--- src/rtl/calc_pkg.sv ---
// calc_pkg: shared state encoding, error codes and sizing for the BCD formatter
package calc_pkg;
  typedef enum logic [1:0] {IDLE, CONVERT, DONE} state_t;
  localparam logic [1:0] ERR_OK = 2'b00;
  localparam logic [1:0] ERR_OVF = 2'b01;
  localparam logic [1:0] ERR_DIV0 = 2'b10;
  localparam logic [1:0] ERR_INV = 2'b11;
  localparam int NUM_DIGITS = 5;
  localparam int NUM_ITER = 16;
  localparam int CNT_W = 5;
endpackage

--- src/rtl/calc_bcd_add3.sv ---
// calc_bcd_add3: double-dabble digit corrector, adds 3 to any digit of 5 or more
module calc_bcd_add3 (
  input  logic [3:0] d,
  output logic [3:0] q
);
  assign q = (d >= 4'd5) ? d + 4'd3 : d;
endmodule

--- src/rtl/calc_bcd_formatter.sv ---
// calc_bcd_formatter: converts a calculator result into five BCD digits, sign and error code
module calc_bcd_formatter
  import calc_pkg::*;
(
  input  logic        clk,
  input  logic        rst_n,
  input  logic        in_valid,
  output logic        in_ready,
  input  logic [15:0] result,
  input  logic        signed_operation,
  input  logic        valid,
  input  logic        overflow,
  input  logic        divide_by_zero,
  output logic        out_valid,
  input  logic        out_ready,
  output logic [19:0] bcd_digits,
  output logic        negative,
  output logic [1:0]  err_code
);
  state_t state, state_nx;
  logic [CNT_W-1:0] cnt;
  logic [15:0] mag, mag_in;
  logic [19:0] bcd, adj;
  logic [1:0] err_nx;
  logic accept, neg_in, last;
  assign err_nx = divide_by_zero ? ERR_DIV0 : !valid ? ERR_INV : overflow ? ERR_OVF : ERR_OK;
  assign neg_in = signed_operation && result[15];
  assign mag_in = neg_in ? -result : result;
  assign accept = in_valid && in_ready;
  assign last = cnt == CNT_W'(NUM_ITER - 1);
  assign bcd_digits = bcd;
  for (genvar i = 0; i < NUM_DIGITS; i++) begin : g_add3
    calc_bcd_add3 u_add3 (.d(bcd[4*i +: 4]), .q(adj[4*i +: 4]));
  end
  always_ff @(posedge clk)
    if (!rst_n) state <= IDLE;
    else state <= state_nx;
  always_comb begin
    state_nx = state;
    state_nx = state == IDLE ? (accept ? (err_nx[1] ? DONE : CONVERT) : IDLE)
             : state == CONVERT ? (last ? DONE : CONVERT)
             : (out_ready ? IDLE : DONE);
  end
  always_comb begin
    in_ready = state == IDLE;
    out_valid = state == DONE;
  end
  always_ff @(posedge clk)
    if (!rst_n) begin
      cnt <= '0;
      mag <= '0;
      bcd <= '0;
      negative <= 1'b0;
      err_code <= ERR_OK;
    end else if (accept) begin
      cnt <= '0;
      mag <= err_nx[1] ? 16'd0 : mag_in;
      bcd <= '0;
      negative <= !err_nx[1] && neg_in;
      err_code <= err_nx;
    end else if (state == CONVERT) begin
      cnt <= last ? cnt : cnt + CNT_W'(1);
      {bcd, mag} <= {adj[18:0], mag, 1'b0};
    end
endmodule

--- config.mk ---
export PLATFORM = sky130hd
export DESIGN_NAME = calc_bcd_formatter
export DESIGN_NICKNAME = d
export VERILOG_FILES = /design/src/rtl/calc_pkg.sv /design/src/rtl/calc_bcd_add3.sv /design/src/rtl/calc_bcd_formatter.sv
export SDC_FILE = /design/constraint.sdc
export NUM_CORES = 1
export LEC_CHECK = 0
export BUFFER_PORTS_ARGS = -buffer_cell sky130_fd_sc_hd__buf_2
export CORE_MARGIN = 4
export CORE_UTILIZATION = 60
export CTS_CLUSTER_SIZE = 10
export DETAILED_ROUTE_END_ITERATION = 10
export PLACE_DENSITY = 0.85
export RECOVER_POWER = 100
export SLEW_MARGIN = 0
export SYNTH_ARGS = -nofsm -noshare
export SYNTH_HDL_FRONTEND = slang
export SYNTH_HIERARCHICAL = 1
export SYNTH_SLANG_ARGS = --single-unit
--- constraint.sdc ---
create_clock -name clk -period 5.79 [get_ports clk]
set_input_delay 1.4475 -clock clk [delete_from_list [all_inputs] [get_ports clk]]
set_output_delay 1.4475 -clock clk [all_outputs]
set_load 0.02 [all_outputs]
Word level (Yosys, flattened, before mapping)
Index checks and enable logic that the tools add are counted.

word-level totals
  flip-flop bits (word level) = 46
  latch bits = 0
  bits in writable memories = 0
  ROM bits = 0
  input bits = 24
  output and inout bits = 25
  word-level logic and storage cells = 49
  memories = 0

cells by class
  add/subtract/negate cells = 7
  multiply operators = 0
  divide/modulo/power cells = 0
  order comparisons = 5
  eq/ne operators = 3
  shifts and indexed selects = 0
  mux-type cells = 18
  bitwise logic cells = 2
  reductions and logical operators = 8

operators by type and width
  cell                                                                number
  two-way mux 16 bit                                                  4
  greater-or-equal comparator 4 x 3 -> 1 bit (second input constant)  5
  adder 4 x 2 -> 4 bit (second input constant)                        4
  two-way mux 2 bit                                                   8
  two-way mux 4 bit                                                   4
  negation 16 bit                                                     1
  adder 5 x 1 -> 5 bit (second input constant)                        1
  == test 5 x 4 -> 1 bit (second input constant)                      1
  adder 3 x 2 -> 3 bit (second input constant)                        1
  logical AND 1 bit                                                   3
  two-way mux 3 bit                                                   1
  == test 2 x 1 -> 1 bit (second input constant)                      1
  == test 2 bit (second input constant)                               1
  zero test 2 bit                                                     1
  NOT 1 bit                                                           2
  AND reduction 2 bit                                                 1
  nonzero test 2 bit                                                  1
  OR reduction 2 bit                                                  1
  zero test 1 bit                                                     1
  two-way mux 1 bit                                                   1

Logic depth before layout (Yosys ltp)
  word-level depth = 6
  gate-level depth with buffers = 7

Cells and area by module
Netlist, hierarchy kept.

modules (own cells, without submodules)
  module              instances  cells an instance  area an instance (um2)  seq. area each (um2)
  calc_bcd_formatter  1          292                2285.9                  920.9
  calc_bcd_add3       5          16                 101.3                   0.0

Worst setup path before layout
Ideal clock, no wire load.

  kind = in2reg
  start point = input port result[0]
  end point = register mag[12]
  library setup time = 79 ps
  data arrival time = 2813 ps
  data required time = 5711 ps
  slack = 2898 ps
  cell stages on the path = 6
  path buffers = 0
  cell sequence = inv_1 > ha_1 > nor4b_2 > a31o_2 > or4b_2 > o211ai_1

on the way
  longest elaborated chain between the ends = 4

ends and longest elaborated chain
  what                  line                      text
  from (decl)           calc_bcd_formatter.sv:9   input logic [15:0] result,
  negation 16 bit       calc_bcd_formatter.sv:28  assign mag_in = neg_in ? -result : result;
  two-way mux 16 bit    calc_bcd_formatter.sv:28
  two-way mux 16 bit    calc_bcd_formatter.sv:57  mag <= err_nx[1] ? 16'd0 : mag_in;
  two-way mux 16 bit    calc_bcd_formatter.sv:55  end else if (accept) begin
  to (signal assigned)  calc_bcd_formatter.sv:57
  to (signal assigned)  calc_bcd_formatter.sv:63  {bcd, mag} <= {adj[18:0], mag, 1'b0};
  to (decl)             calc_bcd_formatter.sv:22  logic [15:0] mag, mag_in;

Every way passes these cells.
A chain may end at the register's enable or synchronous reset.

Final worst setup path
  start point = input port in_valid
  end point = register mag[12]

on the way
  longest elaborated chain between the ends = 2
  elaborated cells between the ends (all ways) = 3
  classes of those cells = 1 x mux; 2 x reduce/logical

ends and longest elaborated chain
  what                                                             line                      text
  from (decl)                                                      calc_bcd_formatter.sv:7   input logic in_valid,
  logical AND 1 bit (*)                                            calc_bcd_formatter.sv:29  assign accept = in_valid && in_ready;
  two-way mux 16 bit / nonzero test 2 bit (equally long branches)  n/a

Mark *: on every way between the ends. The rest lies on a longest branch, timed or not.

==> qor.txt <==
Setup Skew: 0.006294 ns
Root Buffer: clkbuf_8
Synth Net Count: 405
Lkg Pwr: 1.148 nW
global placement routability congestion: 0.9274
Max IR drop VDD: 0.0001532 V
setup TNS: 0 ns
M3 GR Usage: 4.374%
antenna violations before repair: 0
DIE AREA: 5773 um2
Slew HR: 37.53%
CP required: 6.02 ns
hold_buf cts: 0
Post-Synthesis Cells: 368
Buf+Inv Stages, Crit Path: 1
setup violators final: 0
Largest delay share family, worst path: simple AND/OR/NAND/NOR gates
DR vias: 2727
Worst path max stage delay: 0.76 ns
worst-path fanout max: 30
CTS tree: built
Longest Clk Path Bufs: 2
Worst Hold Class: flip-flop to flip-flop
initial DRC count: 118
worst-margin pin slew: 0.9370 ns
Initial Utilization: 62.81%
total core area: 4414 um2
max cap viols: 0
setup ws final: 2.452 ns
GR Overflow Total: 0
clk sink count: 46
post-layout power: 0.0006296 W
hold path depth: 2
met2 usage: 39.73%
Port Buffers: 48
HPWL Detailed: 4609 um
share of layout cells above drive strength 1: 11.08%
min-delay src: mag[15]$_SDFFE_PN0P_
Hold Vio Cnt, Final: 0
kind of critical path: input pin to flip-flop
drt wl/cell: 14.30 um
Reg-to-Reg Start: state[1]$_SDFF_PN0_
Avg Cell Area, Syn: 7.534 um2
Via density: 5.954
worst-path cell with the longest stage delay: or3b_1
crit path time final: 3.338 ns
CTS Buf Count: 5
Post-Synthesis Cell Area: 2773 um2
startpoint types: input pin
die height: 75.98 um
largest net degree at the start of global routing: 31
Layout area overhead: 10.29%
crit-path cells: clkbuf_1, or3b_1, or2_0, or4b_2, o211ai_1
Setup WS pre-CTS: 2.551 ns
Final nets: 442
Post-DRT Antenna Nets: 0
Reg2Reg Depth: 4
Die Width: 75.98 um
Post-CTS Resized: 0
Post-CTS Setup Inserts: 0
first-pass GRT wire length: 11260 um
Period Utilization, post-route: 57.65%
Crit path depth: 5
synth warn: 6
fmax: 299.6 MHz
I/O pin count: 49
grt peak-use layer: met2
PwrDens: 205.9 nW/um2
Worst Setup End Kind: flip-flop
RSZ-0062 raised after global routing: no
# diodes: 0
# DRC: 0
drt pass-1 iters: 4
Detailed Route WL: 6551 um
outcome: finished clean
CTS H-tree lvls: 2
clock slew at reported path FFs: 0.09 ns
Final Max Tran Viols: 0
grt met1 use: 27.39%
crit path from: in_valid
WP data arrival: 3.56 ns
row cnt: 24
GR Util All Layers: 22.43%
Clock Latency Late Sink: 0.30 ns
number of global-route vias before repair: 2580
==> worst paths after layout <==
check	slack (ns)	endpoint
worst min register to register	0.45	bcd_digits[0]$_SDFFE_PP0P_
worst max-delay path	2.45	mag[12]$_SDFFE_PN0P_
worst max register to register	3.20	cnt[1]$_SDFFE_PP0P_
worst min-delay path	0.45	bcd_digits[0]$_SDFFE_PP0P_
==> cell usage in the layout, fill, tap and decap left out, drive strengths merged, types with 2 or more instances in the layout <==
cell type / count
nand2: 66
dfxtp: 46
a21oi: 43
clkbuf: 32
o21ai: 25
nor2: 24
buf: 24
inv: 19
nand2b: 16
nor3: 16
ha: 13
xnor2: 9
mux2i: 9
a211oi: 5
a221oi: 5
nand3: 4
nor4: 4
nor2b: 3
nand4: 3
a22oi: 3
mux2: 3
nand4b: 3
clkinv: 3
o21ba: 2
nor3b: 2
xor2: 2
a31o: 2
o211ai: 2
a31oi: 2
==> routing by layer <==
layer  vias up  share of wire (%)
met5         -                  0
met4         0                1.6
met3        12                6.1
met2        84                 49
met1      1276                 43
li1       1355                  -
==> worst min-delay path, stage by stage (launching register included) <==
cell	delay, ns
dfxtp_1	0.32
nand2_1	0.05
a21oi_1	0.05
==> power by group <==
| part | internal (W) | switching [W] | total (W) |
|---|---|---|---|
| logic | 0.0000325 | 0.0000632 | 0.0000957 |
| clock network | 0.0000854 | 0.000113 | 0.000199 |
| registers | 0.000327 | 0.00000810 | 0.000335 |
==> per-stage QoR <==
stage | hold WS [ns] | util, % | cell area (um2) | cells
floorplan | 0.4288 | - | 2773 | 368
global placement | 0.4436 | 68.17 | 3009 | 450
detailed placement | 0.4473 | 68.17 | 3009 | 450
CTS | 0.4550 | 70.12 | 3095 | 458
global route | 0.4858 | 69.27 | 3058 | 458
finish | 0.4533 | 69.27 | 3058 | 458
==> area by class of cell <==
type,instances,area (um2)
well taps,52,65.06
repair buffers,50,222.7
inverters,20,75.07
flip-flops and latches,46,920.9
clock buffers,6,72.57
fillers,400,1356
clock inverters,2,13.76
multi-input cells,282,1688
==> state kept, by name, indices dropped and copies added (netlist names) <==
| name | flops |
|---|---|
| negative | 1 |
| state | 2 |
| mag | 16 |
| bcd_digits | 20 |
| cnt | 5 |
| err_code | 2 |
(Power assumes the default switching activity.)
